<file path="config.mk">
export PLATFORM = sky130hd
export DESIGN_NAME = exception_sequencer
export DESIGN_NICKNAME = d
export VERILOG_FILES = /design/src/rtl/exc_pkg.sv /design/src/rtl/exc_prio_enc.sv /design/src/rtl/exception_sequencer.sv
export SDC_FILE = /design/constraint.sdc
export NUM_CORES = 1
export LEC_CHECK = 0
export ABC_AREA = 1
export BUFFER_PORTS_ARGS = -buffer_cell sky130_fd_sc_hd__buf_2
export CELL_PAD_IN_SITES_DETAIL_PLACEMENT = 1
export CELL_PAD_IN_SITES_GLOBAL_PLACEMENT = 1
export CORE_AREA = 4 4 177 162
export CTS_BUF_LIST = sky130_fd_sc_hd__clkbuf_2 sky130_fd_sc_hd__clkbuf_4 sky130_fd_sc_hd__clkbuf_8
export DETAILED_ROUTE_END_ITERATION = 12
export DIE_AREA = 0 0 181 166
export PLACE_DENSITY_LB_ADDON = 0.1
export SLEW_MARGIN = 10
export SYNTH_ARGS = -nofsm -noshare
export SYNTH_HDL_FRONTEND = slang
export SYNTH_SLANG_ARGS = --single-unit
</file>
<file path="constraint.sdc">
create_clock -name clk -period 2.4 [get_ports clk]
set_input_delay 0 -clock clk [delete_from_list [all_inputs] [get_ports clk]]
set_output_delay 0 -clock clk [all_outputs]
set_load 0.1 [all_outputs]
</file>
<file path="src/rtl/exc_pkg.sv">
// Shared encodings for the exception sequencer: processor modes, exception
// codes, vector/LR offsets, pending-bit layout and FSM states.
package exc_pkg;

    localparam logic [4:0] MODE_USR = 5'b10000;
    localparam logic [4:0] MODE_FIQ = 5'b10001;
    localparam logic [4:0] MODE_IRQ = 5'b10010;
    localparam logic [4:0] MODE_SVC = 5'b10011;
    localparam logic [4:0] MODE_ABT = 5'b10111;
    localparam logic [4:0] MODE_UND = 5'b11011;
    localparam logic [4:0] MODE_SYS = 5'b11111;

    localparam logic [2:0] EXC_NONE = 3'd0;
    localparam logic [2:0] EXC_UND  = 3'd1;
    localparam logic [2:0] EXC_SVC  = 3'd2;
    localparam logic [2:0] EXC_PABT = 3'd3;
    localparam logic [2:0] EXC_DABT = 3'd4;
    localparam logic [2:0] EXC_ERET = 3'd5;
    localparam logic [2:0] EXC_IRQ  = 3'd6;
    localparam logic [2:0] EXC_FIQ  = 3'd7;

    localparam logic [7:0] VEC_UND  = 8'h04;
    localparam logic [7:0] VEC_SVC  = 8'h08;
    localparam logic [7:0] VEC_PABT = 8'h0C;
    localparam logic [7:0] VEC_DABT = 8'h10;
    localparam logic [7:0] VEC_IRQ  = 8'h18;
    localparam logic [7:0] VEC_FIQ  = 8'h1C;

    localparam logic [3:0] LR_OFF_STD  = 4'd4;
    localparam logic [3:0] LR_OFF_DABT = 4'd8;

    // Only the pulse-type requests own a pending bit; irq/fiq are levels.
    localparam int PEND_W = 5;
    localparam int P_UND  = 0;
    localparam int P_SVC  = 1;
    localparam int P_PABT = 2;
    localparam int P_DABT = 3;
    localparam int P_ERET = 4;

    typedef enum logic [2:0] {
        S_IDLE     = 3'd0,
        S_SEL      = 3'd1,
        S_SAVE     = 3'd2,
        S_SWMODE   = 3'd3,
        S_WRLR     = 3'd4,
        S_WRPC     = 3'd5,
        S_RET_CPSR = 3'd6,
        S_RET_PC   = 3'd7
    } state_e;

    function automatic logic [PEND_W-1:0] pend_mask(input logic [2:0] code);
        logic [PEND_W-1:0] m;
        case (code)
            EXC_UND:  m = 5'b00001;
            EXC_SVC:  m = 5'b00010;
            EXC_PABT: m = 5'b00100;
            EXC_DABT: m = 5'b01000;
            EXC_ERET: m = 5'b10000;
            default:  m = 5'b00000;
        endcase
        return m;
    endfunction

    function automatic logic is_unbanked_mode(input logic [4:0] m);
        return (m == MODE_USR) || (m == MODE_SYS);
    endfunction

endpackage

</file>
<file path="src/rtl/exc_prio_enc.sv">
// Combinational priority encoder: picks the winning exception and looks up
// its target mode, vector offset and LR adjustment.
module exc_prio_enc
    import exc_pkg::*;
(
    input  logic [PEND_W-1:0] pend_i,
    input  logic              irq_i,
    input  logic              fiq_i,
    input  logic              i_mask_i,
    input  logic              f_mask_i,
    output logic              valid_o,
    output logic [2:0]        code_o,
    output logic [4:0]        mode_o,
    output logic [7:0]        vec_o,
    output logic [3:0]        lr_off_o
);

    logic fiq_eff_s;
    logic irq_eff_s;

    assign fiq_eff_s = fiq_i & ~f_mask_i;
    assign irq_eff_s = irq_i & ~i_mask_i;

    // Fixed priority: dabt > fiq > irq > pabt > und > svc > eret
    always_comb begin
        valid_o  = 1'b1;
        code_o   = EXC_NONE;
        mode_o   = MODE_USR;
        vec_o    = 8'h00;
        lr_off_o = 4'd0;
        if (pend_i[P_DABT]) begin
            code_o   = EXC_DABT;
            mode_o   = MODE_ABT;
            vec_o    = VEC_DABT;
            lr_off_o = LR_OFF_DABT;
        end else if (fiq_eff_s) begin
            code_o   = EXC_FIQ;
            mode_o   = MODE_FIQ;
            vec_o    = VEC_FIQ;
            lr_off_o = LR_OFF_STD;
        end else if (irq_eff_s) begin
            code_o   = EXC_IRQ;
            mode_o   = MODE_IRQ;
            vec_o    = VEC_IRQ;
            lr_off_o = LR_OFF_STD;
        end else if (pend_i[P_PABT]) begin
            code_o   = EXC_PABT;
            mode_o   = MODE_ABT;
            vec_o    = VEC_PABT;
            lr_off_o = LR_OFF_STD;
        end else if (pend_i[P_UND]) begin
            code_o   = EXC_UND;
            mode_o   = MODE_UND;
            vec_o    = VEC_UND;
            lr_off_o = LR_OFF_STD;
        end else if (pend_i[P_SVC]) begin
            code_o   = EXC_SVC;
            mode_o   = MODE_SVC;
            vec_o    = VEC_SVC;
            lr_off_o = LR_OFF_STD;
        end else if (pend_i[P_ERET]) begin
            code_o   = EXC_ERET;
        end else begin
            valid_o  = 1'b0;
        end
    end

endmodule

</file>
<file path="src/rtl/exception_sequencer.sv">
// Exception entry/return sequencer: owns every mode-switch write to the banked
// register file and walks SPSR save, mode switch, LR write and vector load.
module exception_sequencer
    import exc_pkg::*;
#(
    parameter int                DATA_W      = 32,
    parameter logic [DATA_W-1:0] VECTOR_BASE = 32'h0000_0000
) (
    input  logic              clk,
    input  logic              rst,
    input  logic              req_und,
    input  logic              req_svc,
    input  logic              req_pabt,
    input  logic              req_dabt,
    input  logic              irq,
    input  logic              fiq,
    input  logic              eret,
    input  logic              boundary,
    input  logic [DATA_W-1:0] cur_pc,
    input  logic [DATA_W-1:0] cpsr,
    input  logic [DATA_W-1:0] spsr_rd,
    input  logic [DATA_W-1:0] lr_rd,
    output logic              hold,
    output logic [4:0]        mode_ovr,
    output logic              mode_ovr_en,
    output logic [3:0]        w_addr,
    output logic [DATA_W-1:0] w_data,
    output logic              write_reg,
    output logic              write_pc,
    output logic [DATA_W-1:0] pc_data,
    output logic              spsr_we,
    output logic [DATA_W-1:0] spsr_wd,
    output logic              cpsr_we,
    output logic [DATA_W-1:0] cpsr_wd,
    output logic              exc_taken,
    output logic [2:0]        exc_code
);

    state_e              state_q;
    logic [PEND_W-1:0]   pend_q;
    logic [PEND_W-1:0]   pend_d;
    logic [PEND_W-1:0]   clr_s;

    logic [2:0]          code_q;
    logic [4:0]          mode_q;
    logic [7:0]          vec_q;
    logic [3:0]          lr_off_q;
    logic [DATA_W-1:0]   pc_q;
    logic [DATA_W-1:0]   cpsr_old_q;
    logic [DATA_W-1:0]   lr_cap_q;

    logic                win_valid_s;
    logic [2:0]          win_code_s;
    logic [4:0]          win_mode_s;
    logic [7:0]          win_vec_s;
    logic [3:0]          win_lr_off_s;
    logic [DATA_W-1:0]   cpsr_sw_s;
    logic [DATA_W-1:0]   lr_val_s;
    logic [DATA_W-1:0]   vec_addr_s;

    exc_prio_enc u_prio (
        .pend_i   (pend_q),
        .irq_i    (irq),
        .fiq_i    (fiq),
        .i_mask_i (cpsr[7]),
        .f_mask_i (cpsr[6]),
        .valid_o  (win_valid_s),
        .code_o   (win_code_s),
        .mode_o   (win_mode_s),
        .vec_o    (win_vec_s),
        .lr_off_o (win_lr_off_s)
    );

    // Pending bits: a new pulse always sets, only SEL clears the consumed bit
    always_comb begin
        clr_s = {PEND_W{1'b0}};
        if (state_q == S_SEL) begin
            clr_s = pend_mask(win_code_s);
        end else begin
            clr_s = {PEND_W{1'b0}};
        end
        pend_d = (pend_q & ~clr_s) | {eret, req_dabt, req_pabt, req_svc, req_und};
    end

    // New CPSR for the mode switch: target mode, IRQ masked, FIQ masked on fiq only
    always_comb begin
        cpsr_sw_s      = cpsr_old_q;
        cpsr_sw_s[4:0] = mode_q;
        cpsr_sw_s[7]   = 1'b1;
        if (code_q == EXC_FIQ) begin
            cpsr_sw_s[6] = 1'b1;
        end else begin
            cpsr_sw_s[6] = cpsr_old_q[6];
        end
    end

    assign lr_val_s   = pc_q + {{(DATA_W-4){1'b0}}, lr_off_q};
    assign vec_addr_s = VECTOR_BASE + {{(DATA_W-8){1'b0}}, vec_q};

    // Pending request register
    always_ff @(posedge clk) begin
        if (rst) begin
            pend_q <= {PEND_W{1'b0}};
        end else begin
            pend_q <= pend_d;
        end
    end

    // Sequencer FSM; every output is registered and defaults low each cycle
    always_ff @(posedge clk) begin
        if (rst) begin
            state_q     <= S_IDLE;
            hold        <= 1'b0;
            mode_ovr    <= 5'd0;
            mode_ovr_en <= 1'b0;
            w_addr      <= 4'd0;
            w_data      <= {DATA_W{1'b0}};
            write_reg   <= 1'b0;
            write_pc    <= 1'b0;
            pc_data     <= {DATA_W{1'b0}};
            spsr_we     <= 1'b0;
            spsr_wd     <= {DATA_W{1'b0}};
            cpsr_we     <= 1'b0;
            cpsr_wd     <= {DATA_W{1'b0}};
            exc_taken   <= 1'b0;
            exc_code    <= 3'd0;
            code_q      <= EXC_NONE;
            mode_q      <= 5'd0;
            vec_q       <= 8'h00;
            lr_off_q    <= 4'd0;
            pc_q        <= {DATA_W{1'b0}};
            cpsr_old_q  <= {DATA_W{1'b0}};
            lr_cap_q    <= {DATA_W{1'b0}};
        end else begin
            mode_ovr    <= 5'd0;
            mode_ovr_en <= 1'b0;
            w_addr      <= 4'd0;
            w_data      <= {DATA_W{1'b0}};
            write_reg   <= 1'b0;
            write_pc    <= 1'b0;
            pc_data     <= {DATA_W{1'b0}};
            spsr_we     <= 1'b0;
            spsr_wd     <= {DATA_W{1'b0}};
            cpsr_we     <= 1'b0;
            cpsr_wd     <= {DATA_W{1'b0}};
            exc_taken   <= 1'b0;
            exc_code    <= 3'd0;
            case (state_q)
                S_IDLE: begin
                    if (win_valid_s && boundary) begin
                        state_q <= S_SEL;
                        hold    <= 1'b1;
                    end else begin
                        hold    <= 1'b0;
                    end
                end
                S_SEL: begin
                    // A level request may vanish between IDLE and SEL
                    if (!win_valid_s) begin
                        state_q <= S_IDLE;
                        hold    <= 1'b0;
                    end else if (win_code_s == EXC_ERET) begin
                        if (is_unbanked_mode(cpsr[4:0])) begin
                            state_q   <= S_IDLE;
                            hold      <= 1'b0;
                            exc_taken <= 1'b1;
                            exc_code  <= EXC_ERET;
                        end else begin
                            state_q  <= S_RET_CPSR;
                            cpsr_we  <= 1'b1;
                            cpsr_wd  <= spsr_rd;
                            lr_cap_q <= lr_rd;
                        end
                    end else begin
                        state_q     <= S_SAVE;
                        code_q      <= win_code_s;
                        mode_q      <= win_mode_s;
                        vec_q       <= win_vec_s;
                        lr_off_q    <= win_lr_off_s;
                        pc_q        <= cur_pc;
                        cpsr_old_q  <= cpsr;
                        spsr_we     <= 1'b1;
                        spsr_wd     <= cpsr;
                        mode_ovr    <= win_mode_s;
                        mode_ovr_en <= 1'b1;
                    end
                end
                S_SAVE: begin
                    state_q <= S_SWMODE;
                    cpsr_we <= 1'b1;
                    cpsr_wd <= cpsr_sw_s;
                end
                S_SWMODE: begin
                    state_q     <= S_WRLR;
                    write_reg   <= 1'b1;
                    w_addr      <= 4'd14;
                    w_data      <= lr_val_s;
                    mode_ovr    <= mode_q;
                    mode_ovr_en <= 1'b1;
                end
                S_WRLR: begin
                    state_q   <= S_WRPC;
                    write_pc  <= 1'b1;
                    pc_data   <= vec_addr_s;
                    exc_taken <= 1'b1;
                    exc_code  <= code_q;
                end
                S_WRPC: begin
                    state_q <= S_IDLE;
                    hold    <= 1'b0;
                end
                S_RET_CPSR: begin
                    state_q   <= S_RET_PC;
                    write_pc  <= 1'b1;
                    pc_data   <= lr_cap_q;
                    exc_taken <= 1'b1;
                    exc_code  <= EXC_ERET;
                end
                S_RET_PC: begin
                    state_q <= S_IDLE;
                    hold    <= 1'b0;
                end
                default: begin
                    state_q <= S_IDLE;
                    hold    <= 1'b0;
                end
            endcase
        end
    end

endmodule

</file>
==> insert_results.sql <==
INSERT INTO impl_metrics (metric_group, metric, value, unit) VALUES
('run_status', 'run_status', 'complete, no violations', ''),
('sta', 'setup_violations', '0', ''),
('die', 'area_of_the_core_region', '0.0267', 'mm²'),
('power_and_ir_drop', 'p_sw', '3.00', 'mW'),
('grt', 'grt_start_max_net_pins', '46', ''),
('layout', 'post_layout_nonfiller_instances', '1918', ''),
('place', 'post-dp-hpwl', '20300', 'µm'),
('clock_tree', 'cts.root.buffer_cell', 'sky130_fd_sc_hd__clkbuf_8', ''),
('sta', 'setup-tns-final', '0', 'ps'),
('sta', 'rsz_0062_raised_after_global_routing', 'false', ''),
('grt', 'globalRouteTotalUtil', '20.3', '%'),
('grt', 'globalRoute.totalOverflow', '0', ''),
('setup_path', 'worst-endpoint-required', '2840', 'ps'),
('power_and_ir_drop', 'vdd.ir_drop.worst', '471', 'µV'),
('yosys', 'synth_cell_type_count', '33', ''),
('yosys', 'ys_ff_latch', '253', ''),
('layout', 'fillerInstances', '3221', ''),
('layout', 'fin_nets', '1674', ''),
('yosys', 'netlist_top_cells_count', 'sky130_fd_sc_hd__dfxtp_1 (253), sky130_fd_sc_hd__nand2_1 (223), sky130_fd_sc_hd__inv_1 (105)', ''),
('detailed_routing', 'num_vias', '8794', ''),
('place', 'place.detailed.instances', '1697', ''),
('grt', 'via_count_of_the_first_global_routing_pass', '9502', ''),
('yosys', 'yosys_warnings', '0', ''),
('detailed_routing', 'detail_route.iter0.violations', '267', ''),
('clock_tree', 'total_clock_buffers_created_by_cts', '44', ''),
('clock_tree', 'worstSkewPairLatency', '550', 'ps'),
('grt', 'grt_antenna_before_repair', '0', ''),
('sta', 'period_minus_slack', '2180', 'ps'),
('layout', 'area_growth_syn_to_layout', '43.9', '%'),
('yosys', 'netlist_top_cells_area', 'sky130_fd_sc_hd__dfxtp_1 (55%), sky130_fd_sc_hd__nand2_1 (9.0%), sky130_fd_sc_hd__a21oi_2 (5.8%)', ''),
('yosys', 'syn_area', '0.00929', 'mm²'),
('detailed_routing', 'total_iterations_of_the_first_detailed_routing_run', '4', ''),
('clock_tree', 'clock_tree.htree_level_count', '2', ''),
('setup_path', 'crit_path_start_kind', 'flip-flop', ''),
('sta', 'worst_slew_margin_rel', '41.4', '%'),
('grt', 'grtUsageMet1', '25.8', '%'),
('setup_path', 'worst-endpoint-arrival', '2620', 'ps'),
('power_and_ir_drop', 'power.combinational.fraction', '15.5', '%'),
('sta', 'finalHoldViolCount', '0', ''),
('clock_tree', 'cts.reportedPaths.clkPinSlew', '60', 'ps'),
('power_and_ir_drop', 'p_int', '7.23', 'mW'),
('grt', 'global_route.peak_usage_layer', 'met2', ''),
('yosys', 'yosys.area.top_type_share', '54.5', '%'),
('job', 'max_cap_viol_count', '0', ''),
('layout', 'antennaDiodeCount', '0', ''),
('die', 'die-width', '181', 'µm'),
('yosys', 'synth_enable_flop_cells', '0', ''),
('detailed_routing', 'routed_via_density', '4.58', ''),
('die', 'die_area', '0.0300', 'mm²'),
('setup_path', 'critical_path.endpoint_type', 'flip-flop', ''),
('clock_tree', 'tritoncts_clock_tree', 'yes', ''),
('yosys', 'synth_seq_area_share', '54.5', '%'),
('yosys', 'post-synth-top-area-cell', 'sky130_fd_sc_hd__dfxtp_1', ''),
('yosys', 'netlist_instances', '1091', ''),
('setup_path', 'worst_path_max_delay_cell', 'sky130_fd_sc_hd__fa_1', ''),
('clock_tree', 'cts_max_path_buffers', '3', ''),
('power_and_ir_drop', 'sequentialPowerShare', '44.2', '%'),
('min_path', 'hold_path_class', 'in2reg', ''),
('detailed_routing', 'drcViolationCount', '0', ''),
('setup_path', 'timing.critical_path.slowest_cell_delay', '380', 'ps'),
('yosys', 'syn_avg_cell_area', '8.51', 'µm²'),
('detailed_routing', 'detail_route.wl_per_cell', '16.3', 'µm'),
('yosys', 'synth.most_common_cell', 'sky130_fd_sc_hd__dfxtp_1', ''),
('yosys', 'synth-async-reset-ratio', '0', '%'),
('power_and_ir_drop', 'clockPowerShare', '40.3', '%'),
('layout', 'drive_above_1_share', '34.1', '%'),
('yosys', 'synthesis.nets', '1232', ''),
('sta', 'timing_worst_slew_pin_value', '876', 'ps'),
('die', 'die_h', '166', 'µm'),
('die', 'io_pins', '285', ''),
('clock_tree', 'clock_sink_count', '253', '');
## critical path: cells and delay by family, from the launching register on
| family | cells | cell delay, ps |
|---|---|---|
| simple gates | 6 | 640 |
| flops | 1 | 340 |
| fa+ha+maj | 2 | 600 |
| buf+inv | 3 | 340 |
| compound gates | 1 | 170 |
## cells in the final DEF (no fill, tap or decap), drive strengths merged, types with 2 or more instances in the layout
master / Yosys / routed
a21oi: 113 / 113
a31oi: 2 / 2
and3: 26 / 26
buf: 31 / 303
clkbuf: 18 / 70
clkinv: 2 / 5
dfxtp: 253 / 253
dlygate4sd3: 0 / 142
ha: 2 / 2
inv: 113 / 115
nand2: 293 / 293
nand3: 31 / 31
nand4: 14 / 14
nor2: 89 / 89
nor3: 14 / 14
nor3b: 2 / 2
o21ai: 83 / 83
o22ai: 2 / 2
## power groups by stage
stage                     logic, mW  registers [mW]  clock network [mW]
after floorplan               0.584            5.01                   0
after global placement         1.40            4.59                   0
after detailed placement       1.41            4.60                   0
after CTS                      1.59            4.51                4.27
after global routing           1.72            4.54                4.49
final                          1.59            4.51                4.12
## logic make-up after synthesis
logic type / count (synthesis) / synth area share, %
buf+inv: 164 / 8.34
flops: 253 / 54.5
compound gates: 201 / 13.4
other cells: 1 / 0.0404
fa+ha+maj: 3 / 0.485
simple gates: 469 / 23.2
## flip-flops by register name (all words and copies together), names as in the netlist, 3 cells and up
signal / flops
code_q: 3
cpsr_old_q: 26
cpsr_wd: 32
exc_code: 3
lr_cap_q: 32
mode_ovr: 5
mode_q: 5
pc_data: 32
pc_q: 32
pend_q: 5
spsr_wd: 32
state_q: 3
w_data: 32
## metal layers
metal  up-vias  share of wire, %
li1       4343                 -
met5         -                 0
met1      4144                43
met4         0               2.0
met3        46               7.3
met2       261                47
## layout make-up
class	instances	area (µm²)	area share (%)
Inverter	115	437	3.27
Tap cell	354	443	3.31
Sequential cell	253	5060	37.9
Clock buffer	70	851	6.37
Multi-Input combinational cell	674	3470	25.9
Timing Repair Buffer	445	3030	22.7
Clock inverter	7	72.6	0.543
## what timing repair did
item / CTS / global route
gates resized for setup: 0 / 6
endpoints found under the hold margin: 177 / 0
buffers inserted: 0 / 2
endpoints found under the setup margin: 0 / 7
hold buffers: 142 / 0
## final timing paths
path / startpoint / end / slack (ps) / depth (start not counted)
worst max-delay path: lr_off_q[2] / w_data[24] / 220 / 12
worst min-delay path: cur_pc[10] / pc_q[10] / 190 / 4
worst max register to register: lr_off_q[2] / w_data[24] / 220 / 12
worst min register to register: pc_q[1] / w_data[1] / 430 / 2
## metrics by stage
| stage | worst slack [ps] | hold WS, ps | instance area, µm² | power, mW |
|---|---|---|---|---|
| floorplan | 435 | 110 | 9290 | 5.59 |
| global placement | 223 | 208 | 11000 | 5.99 |
| detailed placement | 106 | 216 | 11000 | 6.01 |
| CTS | 108 | 152 | 13300 | 10.4 |
| global route | 24.8 | 187 | 13400 | 10.7 |
| finish | 216 | 189 | 13400 | 10.2 |
No activity file was read; power rests on OpenSTA's default activity.
